==> src/rtl/mps_precharge_seq.sv <==
// mps_precharge_seq: DC-link precharge and main-contactor sequencer.
// Drives the precharge relay, the main contactor (MC) and the discharge relay
// in a fixed order. PWM is permitted only once the DC link is charged and the
// MC is closed.
// Build option: define MPS_PRECHG_FB_CHECK_EN to enforce contactor
// aux-feedback checking. When it is undefined, the aux inputs are ignored and
// every contactor wait becomes a fixed T_FB dwell.
module mps_precharge_seq #(
    parameter int unsigned T_FB     = 200000,
    parameter int unsigned T_PRECHG = 400000000,
    parameter int unsigned T_DISCH  = 2000000000,
    parameter int unsigned N_STABLE = 2000
) (
    input  logic        i_clk,
    input  logic        i_rst,
    input  logic        i_on_req,
    input  logic        i_off_req,
    input  logic        i_intl,
    input  logic        i_fault_clr,
    input  logic [31:0] i_dc_v,
    input  logic [31:0] i_vth_prechg,
    input  logic [31:0] i_vth_disch,
    input  logic        i_fb_prechg,
    input  logic        i_fb_mc,
    output logic        o_prechg,
    output logic        o_mc,
    output logic        o_disch,
    output logic        o_pwm_permit,
    output logic [3:0]  o_state,
    output logic [3:0]  o_fault
);

    // state codes are visible on o_state and must not be renumbered
    localparam logic [3:0] S_IDLE       = 4'd0;
    localparam logic [3:0] S_PRECHG     = 4'd1;
    localparam logic [3:0] S_MC_CLOSE   = 4'd2;
    localparam logic [3:0] S_RELAY_OPEN = 4'd3;
    localparam logic [3:0] S_READY      = 4'd4;
    localparam logic [3:0] S_OPEN_MC    = 4'd5;
    localparam logic [3:0] S_DISCHARGE  = 4'd6;
    localparam logic [3:0] S_FAULT      = 4'd7;

    // first-fault codes reported on o_fault
    localparam logic [3:0] F_NONE    = 4'd0;
    localparam logic [3:0] F_PRE_FB  = 4'd1;
    localparam logic [3:0] F_PRE_TO  = 4'd2;
    localparam logic [3:0] F_MC_FB   = 4'd3;
    localparam logic [3:0] F_RLY_FB  = 4'd4;
    localparam logic [3:0] F_MC_LOSS = 4'd5;
    localparam logic [3:0] F_OPEN_FB = 4'd6;
    localparam logic [3:0] F_DIS_TO  = 4'd7;
    localparam logic [3:0] F_INTL    = 4'd8;

    // one shared timer, sized for the longest timeout so it never wraps
    localparam longint unsigned T_MAX_A = (T_FB > T_PRECHG) ? T_FB : T_PRECHG;
    localparam longint unsigned T_MAX   = (T_MAX_A > T_DISCH) ? T_MAX_A : T_DISCH;
    localparam int TW = (T_MAX < 1) ? 1 : $clog2(T_MAX + 1);
    localparam int SW = (N_STABLE < 1) ? 1 : $clog2(64'(N_STABLE) + 1);

    localparam logic [TW-1:0] T_FB_END  = TW'(T_FB);
    localparam logic [TW-1:0] T_PRE_END = TW'(T_PRECHG);
    localparam logic [TW-1:0] T_DIS_END = TW'(T_DISCH);
    localparam logic [SW-1:0] N_END     = SW'(N_STABLE);

    logic [3:0]    state;
    logic [3:0]    state_nx;
    logic [3:0]    flt_cause;
    logic [TW-1:0] timer;
    logic [SW-1:0] stab_cnt;

    logic dc_hi;
    logic dc_lo;
    logic fb_to;
    logic pre_to;
    logic dis_to;
    logic stable_done;

    // abstracted contactor events; their meaning depends on the build option
    logic mc_closed;
    logic prechg_open;
    logic mc_open;
    logic wait_expired;
    logic prechg_fb_bad;
    logic mc_lost;

    assign o_state     = state;
    assign dc_hi       = (i_dc_v >= i_vth_prechg);
    assign dc_lo       = (i_dc_v < i_vth_disch);
    assign fb_to       = (timer == T_FB_END);
    assign pre_to      = (timer == T_PRE_END);
    assign dis_to      = (timer == T_DIS_END);
    assign stable_done = (stab_cnt == N_END);

`ifdef MPS_PRECHG_FB_CHECK_EN
    // Each wait ends on the aux contact; reaching T_FB without it is a fault.
    assign mc_closed     = i_fb_mc;
    assign prechg_open   = ~i_fb_prechg;
    assign mc_open       = ~i_fb_mc;
    assign wait_expired  = fb_to;
    assign prechg_fb_bad = fb_to & ~i_fb_prechg;
    assign mc_lost       = ~i_fb_mc;
`else
    // Aux contacts are not wired. Each wait is a blind T_FB dwell with no fault.
    logic unused_fb;
    assign unused_fb     = i_fb_prechg ^ i_fb_mc;
    assign mc_closed     = fb_to;
    assign prechg_open   = fb_to;
    assign mc_open       = fb_to;
    assign wait_expired  = 1'b0;
    assign prechg_fb_bad = 1'b0;
    assign mc_lost       = 1'b0;
`endif

    // Next-state selection. Priority: interlock > fault > off request > advance > on request.
    always_comb begin
        state_nx  = state;
        flt_cause = F_NONE;
        if (i_intl && (state != S_IDLE) && (state != S_FAULT)) begin
            state_nx  = S_FAULT;
            flt_cause = F_INTL;
        end else begin
            case (state)
                S_IDLE: begin
                    if (i_on_req && !i_intl && (o_fault == F_NONE))
                        state_nx = S_PRECHG;
                end
                S_PRECHG: begin
                    if (prechg_fb_bad) begin
                        state_nx  = S_FAULT;
                        flt_cause = F_PRE_FB;
                    end else if (pre_to) begin
                        state_nx  = S_FAULT;
                        flt_cause = F_PRE_TO;
                    end else if (i_off_req) begin
                        state_nx = S_OPEN_MC;
                    end else if (stable_done) begin
                        state_nx = S_MC_CLOSE;
                    end
                end
                S_MC_CLOSE: begin
                    if (wait_expired && !mc_closed) begin
                        state_nx  = S_FAULT;
                        flt_cause = F_MC_FB;
                    end else if (i_off_req) begin
                        state_nx = S_OPEN_MC;
                    end else if (mc_closed) begin
                        state_nx = S_RELAY_OPEN;
                    end
                end
                S_RELAY_OPEN: begin
                    if (wait_expired && !prechg_open) begin
                        state_nx  = S_FAULT;
                        flt_cause = F_RLY_FB;
                    end else if (i_off_req) begin
                        state_nx = S_OPEN_MC;
                    end else if (prechg_open) begin
                        state_nx = S_READY;
                    end
                end
                S_READY: begin
                    if (mc_lost) begin
                        state_nx  = S_FAULT;
                        flt_cause = F_MC_LOSS;
                    end else if (i_off_req) begin
                        state_nx = S_OPEN_MC;
                    end
                end
                S_OPEN_MC: begin
                    if (wait_expired && !mc_open) begin
                        state_nx  = S_FAULT;
                        flt_cause = F_OPEN_FB;
                    end else if (mc_open) begin
                        state_nx = S_DISCHARGE;
                    end
                end
                S_DISCHARGE: begin
                    if (dis_to) begin
                        state_nx  = S_FAULT;
                        flt_cause = F_DIS_TO;
                    end else if (dc_lo) begin
                        state_nx = S_IDLE;
                    end
                end
                S_FAULT: begin
                    if (i_fault_clr && !i_intl && dc_lo)
                        state_nx = S_IDLE;
                end
                // Unused codes park in FAULT with its safe drives. The clear path still works.
                default: state_nx = S_FAULT;
            endcase
        end
    end

    // state register
    always_ff @(posedge i_clk or negedge i_rst) begin
        if (!i_rst) state <= S_IDLE;
        else        state <= state_nx;
    end

    // Timer restarts on every state change and saturates instead of wrapping.
    always_ff @(posedge i_clk or negedge i_rst) begin
        if (!i_rst)                 timer <= '0;
        else if (state_nx != state) timer <= '0;
        else if (timer != '1)       timer <= timer + 1'b1;
    end

    // Count consecutive above-threshold cycles in PRECHG. Any dip restarts the count.
    always_ff @(posedge i_clk or negedge i_rst) begin
        if (!i_rst)                                         stab_cnt <= '0;
        else if ((state_nx != state) || (state != S_PRECHG)) stab_cnt <= '0;
        else if (!dc_hi)                                    stab_cnt <= '0;
        else if (stab_cnt != N_END)                         stab_cnt <= stab_cnt + 1'b1;
    end

    // Latch only the first fault cause. It clears on the exit from FAULT to IDLE.
    always_ff @(posedge i_clk or negedge i_rst) begin
        if (!i_rst)
            o_fault <= F_NONE;
        else if ((state == S_FAULT) && (state_nx == S_IDLE))
            o_fault <= F_NONE;
        else if ((state_nx == S_FAULT) && (o_fault == F_NONE))
            o_fault <= flt_cause;
    end

    // Drives decode from the next state so they switch on the same edge as o_state.
    always_ff @(posedge i_clk or negedge i_rst) begin
        if (!i_rst) begin
            o_prechg     <= 1'b0;
            o_mc         <= 1'b0;
            o_disch      <= 1'b1;
            o_pwm_permit <= 1'b0;
        end else begin
            o_prechg     <= (state_nx == S_PRECHG) || (state_nx == S_MC_CLOSE);
            o_mc         <= (state_nx == S_MC_CLOSE) || (state_nx == S_RELAY_OPEN) ||
                            (state_nx == S_READY);
            o_disch      <= (state_nx == S_IDLE) || (state_nx == S_DISCHARGE) ||
                            (state_nx == S_FAULT);
            o_pwm_permit <= (state_nx == S_READY);
        end
    end

endmodule

==> config.mk <==
export PLATFORM = sky130hd
export DESIGN_NAME = mps_precharge_seq
export DESIGN_NICKNAME = d
export VERILOG_FILES = /design/src/rtl/mps_precharge_seq.sv
export SDC_FILE = /design/constraint.sdc
export NUM_CORES = 1
export LEC_CHECK = 0
export ABC_AREA = 1
export BUFFER_PORTS_ARGS = -buffer_cell sky130_fd_sc_hd__buf_2
export CORE_UTILIZATION = 55
export DETAILED_ROUTE_END_ITERATION = 8
export GPL_ROUTABILITY_DRIVEN = 0
export PLACE_DENSITY = 0.81
export SYNTH_ARGS = -nofsm -noshare
export SYNTH_HDL_FRONTEND = slang
export SYNTH_SLANG_ARGS = --single-unit
==> constraint.sdc <==
create_clock -name i_clk -period 2.57 [get_ports i_clk]
set_input_delay 0.257 -clock i_clk [delete_from_list [all_inputs] [get_ports i_clk]]
set_output_delay 0.257 -clock i_clk [all_outputs]
set_load 0.05 [all_outputs]
==> out/results.tsv, run 1 <==
metric	value	unit
worst-margin pin slew	549	ps
Critical Path RT	2810	ps
Nets	1011	
Synth Warn #	0	
post-route insts no fill	949	
post-synthesis sequential area ratio	26.7	%
post-synthesis average cell area	7.06	um^2
worst min-delay path class	in -> reg	
CP Max Fanout	7	
share of post-route cells with drive strength above 1	25.8	%
RSZ-0062 raised after global routing	yes	
Synth cell types	40	
Async SR Flop Fraction	100	%
total grt overflow	0	
clk slew on worst S/H paths	100	ps
Clk Latency, worst-skew pair	310	ps
placed cell area	0.00572	mm^2
Adder-Cell Fraction of Synth Area	16.8	%
placed cell count	930	
critical path class	reg -> reg	
CTS Buf Count	5	
largest family of logic cells by synthesized area	simple AND/OR/NAND/NOR gates	
Final Instance Area	0.00610	mm^2
Gate power share	38.7	%
initial antenna violation count	0	
CTS tree	built	
MaxCap Viol Count	0	
headroom to the max-slew limit	62.5	%
Net Count, Synth	876	
status	completed	
Highest Clock Rate	0.404	GHz
core area	0.00872	mm^2
Vias	5013	
Critical Path Sink Type	register	
fill cell count	678	
Post-synth EDFFs	0	
Max clock buf depth	2	
WP data arrival	2720	ps
Worst Setup Start Kind	register	
power per standard cell area	402	mW/mm^2
vias per cell	5.28	
setup TNS	0	ps
Power, Total	2.45	mW
Final Critical Period	2480	ps
most common cell after layout, fill and taps aside	nand2_1	
reg-to-reg setup timing slack	90	ps
sequential share of power	37.8	%
first-pass GRT wire length	21.2	mm
xor/xnor cell area share of the yosys netlist	4.75	%
Area growth, synth to finish	22.5	%
First-pass DRT Iterations	5	
Hold Path Depth	5	
drt initial violations	259	
Peak VDD IR	0.592	mV
Final Skew	11.4	ps
# IOs	116	
row count	34	
multiplexer share of the synthesized area	0	%
Initial Utilization	57.1	%
DRC violations left	0	
Final Cycle Share	96.4	%
Chip Height	97.1	um
dpl hpwl	10.0	mm
Die W	97.1	um
wire per inst	13.3	um
Final setup viols	0	
Synth Instances	705	
Final Hold Fails	0	
simple-gate share of the synthesized area	32.4	%
vias in the first global route	5223	
Switch Pwr	0.921	mW
smallest hold slack	386	ps
Reg2Reg Depth	17	
clock power share	23.6	%
ant diodes	0	
largest net degree at the start of global routing	30	
total wire length	12.6	mm
remaining antenna violation count	0	
pins over their slew limit	0	
synthesized area	0.00498	mm^2
Most used DFF post-synth	dfrtp_1	
port bufs	113	
compound-cell area share of the yosys netlist	8.07	%
Overall Global Routing Usage	26.5	%
switching part of the total power	37.6	%
die area	0.00943	mm^2
Sink Count	53	
Leakage	3.22	nW
flops & latches, synth	53	
Pint	1.53	mW
most frequent cells in the layout	nand2_1 (135), inv_1 (132), buf_2 (113), nor2_1 (73), ha_1 (66)	
H-tree lvl count	2	
root buffer cell	clkbuf_8	
-- routing by layer --
layer  vias to the layer above  wire length [um]  track usage, %
met3                        26               630            4.03
met1                      2305              5340            31.7
met2                       166              6450            48.7
met4                         0               219            7.69
met5                         -                 0               0
li1                       2516                 -               -
-- critical path: stages, from the launching register on --
cell and delay, ps:
dfrtp_1 420, inv_1 110, ha_4 130, nor3b_4 250, buf_4 170, nand2_2 50, nor2_2 140, nand3_2 100
nand2_1 90, nor2_1 40, nand3_1 120, inv_2 60, nand3_2 80, nand2_2 60, a21oi_4 170, nand2_4 150
buf_12 180, a21oi_4 100
-- area by class of cell --
cell class / instances / area (um^2) / area share, %
multi-input combinational: 511 / 3220 / 52.8
clock inverter: 3 / 46.3 / 0.759
clock buffer: 5 / 68.8 / 1.13
sequential: 53 / 1330 / 21.8
timing repair buffer: 131 / 781 / 12.8
tap: 108 / 135 / 2.22
inverter: 138 / 518 / 8.49
-- power by group through the flow --
stage | clock network, mW | logic (mW) | registers (mW)
floorplan | 0 | 0.441 | 1.07
global placement | 0 | 0.805 | 0.935
detailed placement | 0 | 0.842 | 0.937
CTS | 0.589 | 0.848 | 0.922
global route | 0.615 | 1.04 | 0.930
finish | 0.577 | 0.947 | 0.926
-- cells by family (layout without fill, tap and decap cells) --
family          after synthesis  count (layout)
compound gates               70              70
xor+xnor                     27              27
fa+ha+maj                    67              67
buf+inv                     142             277
flops                        53              53
other cells                   1               1
simple gates                345             346
-- through the flow --
stage	util, %	worst slack, ps
final	69.9	92.6
after global routing	69.9	-79.2
after CTS	67.1	45.5
after detailed placement	65.6	16.3
after global placement	65.6	144
after floorplan	-	284
-- final timing paths --
kind,startpoint,to
max,timer[1],timer[27]
min,i_intl,o_fault[3]
max reg2reg,timer[1],timer[27]
min reg2reg,o_fault[1],o_fault[1]
max in group asynchronous,i_rst,timer[27]
min in group asynchronous,i_rst,timer[0]
-- sequential cells by signal (all words and copies together) (netlist names) --
| name | flops |
|---|---|
| o_fault | 3 |
| o_state | 4 |
| timer | 31 |
| o_prechg | 1 |
| o_mc | 1 |
| o_pwm_permit | 1 |
| o_disch | 1 |
| stab_cnt | 11 |
-- cells in the mapped netlist, drive strengths merged (2+ instances only) --
library cell / number / area share [%]
nand2: 142 / 11
inv: 138 / 10
nor2: 112 / 10
ha: 67 / 17
dfrtp: 52 / 26
a21oi: 45 / 5.0
nand3: 35 / 4.1
nor3: 25 / 2.7
nand4: 20 / 2.5
xor2: 20 / 3.5
o21ai: 14 / 1.4
xnor2: 7 / 1.2
buf: 4 / 0.83
nand3b: 4 / 0.68
nor4: 3 / 0.68
o21a: 3 / 0.45
o211ai: 2 / 0.30
or2: 2 / 0.25
-- timing repair --
item,CTS,global route
setup buffers,0,6
endpoints found under the hold margin,52,0
gates cloned,0,4
pin swaps,0,7
hold buffers,1,0
setup endpoints to repair,1,46
resized for setup,1,32
Note: power is estimated with default switching activity, not from simulation.
==> inputs of run 2 (changes only) <==
--- a/config.mk
+++ b/config.mk
@@ -10,7 +10,8 @@
 export CORE_UTILIZATION = 55
 export DETAILED_ROUTE_END_ITERATION = 8
 export GPL_ROUTABILITY_DRIVEN = 0
-export PLACE_DENSITY = 0.81
+export PLACE_DENSITY = 0.79
+export SETUP_SLACK_MARGIN = 0.4
 export SYNTH_ARGS = -nofsm -noshare
 export SYNTH_HDL_FRONTEND = slang
 export SYNTH_SLANG_ARGS = --single-unit
==> run 2 against run 1 <==
  * Non-clock buffer count is 9 higher
  * Worst setup slack worse by 39 ps
  * Highest routed layer unchanged
  * Utilization is 2.0 points higher
  * Sequential power is 0.4% lower
  * Largest cell class unchanged
==> out/results.tsv, run 2 (synthesized netlist as in run 1, its figures left out) <==
metric	value	unit	change
status	completed		
max reg flops	31		unchanged
CTS tree	built		
Leakage	3.25	nW	+0.89%
Final Hold Fails	0		unchanged
Peak VDD IR	0.736	mV	+24%
power per standard cell area	385	mW/mm^2	-4.1%
Chip Height	97.1	um	unchanged
Initial Utilization	57.1	%	unchanged
pins over their slew limit	0		unchanged
CP max stage cell	dfrtp_1		
port bufs	113		unchanged
DRC violations left	0		unchanged
Nets	1020		+0.89%
multi-input logic area	0.00334	mm^2	+3.7%
worst min-delay path class	in -> async		
share of post-route cells with drive strength above 1	29.1	%	+3.3 points
first-pass GRT wire length	22.3	mm	+5.1%
remaining antenna violation count	0		unchanged
Final setup viols	0		unchanged
worst-margin pin slew	872	ps	+323 ps
CP peak stage delay	410	ps	about the same
headroom to the max-slew limit	41.9	%	-21 points
clk slew on worst S/H paths	100	ps	about the same
largest net degree at the start of global routing	40		+33%
H-tree lvl count	2		unchanged
RSZ-0062 raised after global routing	yes		
critical path class	reg -> reg		
Reg with most FFs	timer		
area of all sequential standard cells	0.00133	mm^2	+0.28%
Clk Latency, worst-skew pair	310	ps	about the same
Highest Clock Rate	0.397	GHz	-1.5%
dpl ws	30.3	ps	+14.1 ps
Critical Path RT	2820	ps	about the same
Reg2Reg Depth	14		-3
most common cell after layout, fill and taps aside	inv_1		
crit path cell chain	inv_2 -> ha_4 -> nor3b_4 -> nand2_1 -> nor2_2 -> nand2_2 -> nand2_2 -> a21oi_1 -> nor2_2 -> nand3_4 -> a21oi_4 -> nand2_4 -> buf_16 -> nor2_2		
vias in the first global route	5237		+0.27%
initial antenna violation count	0		unchanged
Vias	5100		+1.7%
Power, Total	2.42	mW	-1.3%
fill cell count	692		+2.1%
Final Cycle Share	97.9	%	+1.5 points
Max clock buf depth	2		unchanged
Die W	97.1	um	unchanged
wire per inst	13.5	um	+1.7%
Critical Path Sink Type	register		
drt initial violations	228		-12%
# IOs	116		unchanged
First-pass DRT Iterations	5		unchanged
Worst Setup Start Kind	register		
die area	0.00943	mm^2	unchanged
CTS Buf Count	5		unchanged
Final Skew	3.78	ps	-7.63 ps
vias per cell	5.32		+0.78%
CP Max Fanout	15		+8
row count	34		unchanged
Worst path most repeated cell	nor2_2		
Overall Global Routing Usage	28.4	%	+1.9 points
WP data arrival	2770	ps	+50 ps
Area growth, synth to finish	26.0	%	
Final Critical Period	2520	ps	+38.6 ps
Sink Count	53		unchanged
most frequent cells in the layout	inv_1 (130), nand2_1 (129), buf_2 (113), nor2_1 (68), ha_1 (66)		
total grt overflow	0		unchanged
total wire length	13.0	mm	+2.6%
core area	0.00872	mm^2	unchanged
dpl hpwl	9.59	mm	-4.1%
reg-to-reg setup timing slack	50	ps	-40 ps
MaxCap Viol Count	0		unchanged
ant diodes	0		unchanged
post-route setup slack	54.1	ps	-38.6 ps
root buffer cell	clkbuf_8		
-- run 2: cell count changes in the layout (fill, tap and decap cells not counted), sizes merged --
cell         change
clkinvlp         +2
clkbuf           -3
clkinv           -1
bufinv           -1
dlygate4sd3      -1
buf             +13
-- run 2: where the power goes --
group	total, mW	switching, mW	internal [mW]
Sequential	0.922	0.0406	0.881
Clock	0.484	0.293	0.192
Combinational	1.01	0.635	0.376
-- run 2: final cells by class --
cell class / count / area share, %
Timing Repair Buffer: 140 / 13.6
Clock inverter: 3 / 0.359
Clock buffer: 5 / 1.10
Inverter: 138 / 8.30
Multi-Input combinational cell: 511 / 53.3
Tap cell: 108 / 2.15
Sequential cell: 53 / 21.2
-- run 2: metrics by stage --
stage | instances | util (%) | TNS (ps) | instance area, um^2 | hold slack (ps)
6_report | 958 | 71.9 | 0 | 6270 | 46.2
5_1_grt | 958 | 71.9 | -1850 | 6270 | 126
4_1_cts | 954 | 70.3 | 0 | 6130 | 87.9
3_5_place_dp | 929 | 65.4 | 0 | 5710 | 423
3_3_place_gp | 929 | 65.4 | 0 | 5710 | 422
2_1_floorplan | 705 | - | 0 | 4980 | -38.6
-- run 2: critical path, delay by kind of cell, from the launching register on --
kind            cells  cell delay (ps)
compound gates      2              330
fa+ha+maj           1              130
buf+inv             2              280
flops               1              410
simple gates        9             1290
-- run 2: final timing paths --
path,from,endpoint
setup / recovery,timer[0],timer[12]
hold / removal,i_rst,timer[0]
setup reg to reg,timer[0],timer[12]
hold reg to reg,o_fault[3],o_fault[3]
max in group asynchronous,i_rst,timer[29]
min in group i_clk,i_intl,o_fault[3]
-- run 2: repair_timing --
action                                  in CTS  in global routing
hold endpoints to repair                     0                  0
cloned                                       2                  1
setup buffers                               15                  3
gates resized for setup                     43                 28
endpoints found under the setup margin      49                 49
pin swaps                                   17                 19
hold buffers                                 0                  0
-- run 2: routing by layer --
metal  part of all wire, %  up-vias  global-route usage, %
li1                      -     2532                      -
met3                   5.1       33                   3.45
met2                    51      185                   50.4
met4                   2.0        0                   9.07
met1                    42     2350                   35.7
met5                     0        -                      0
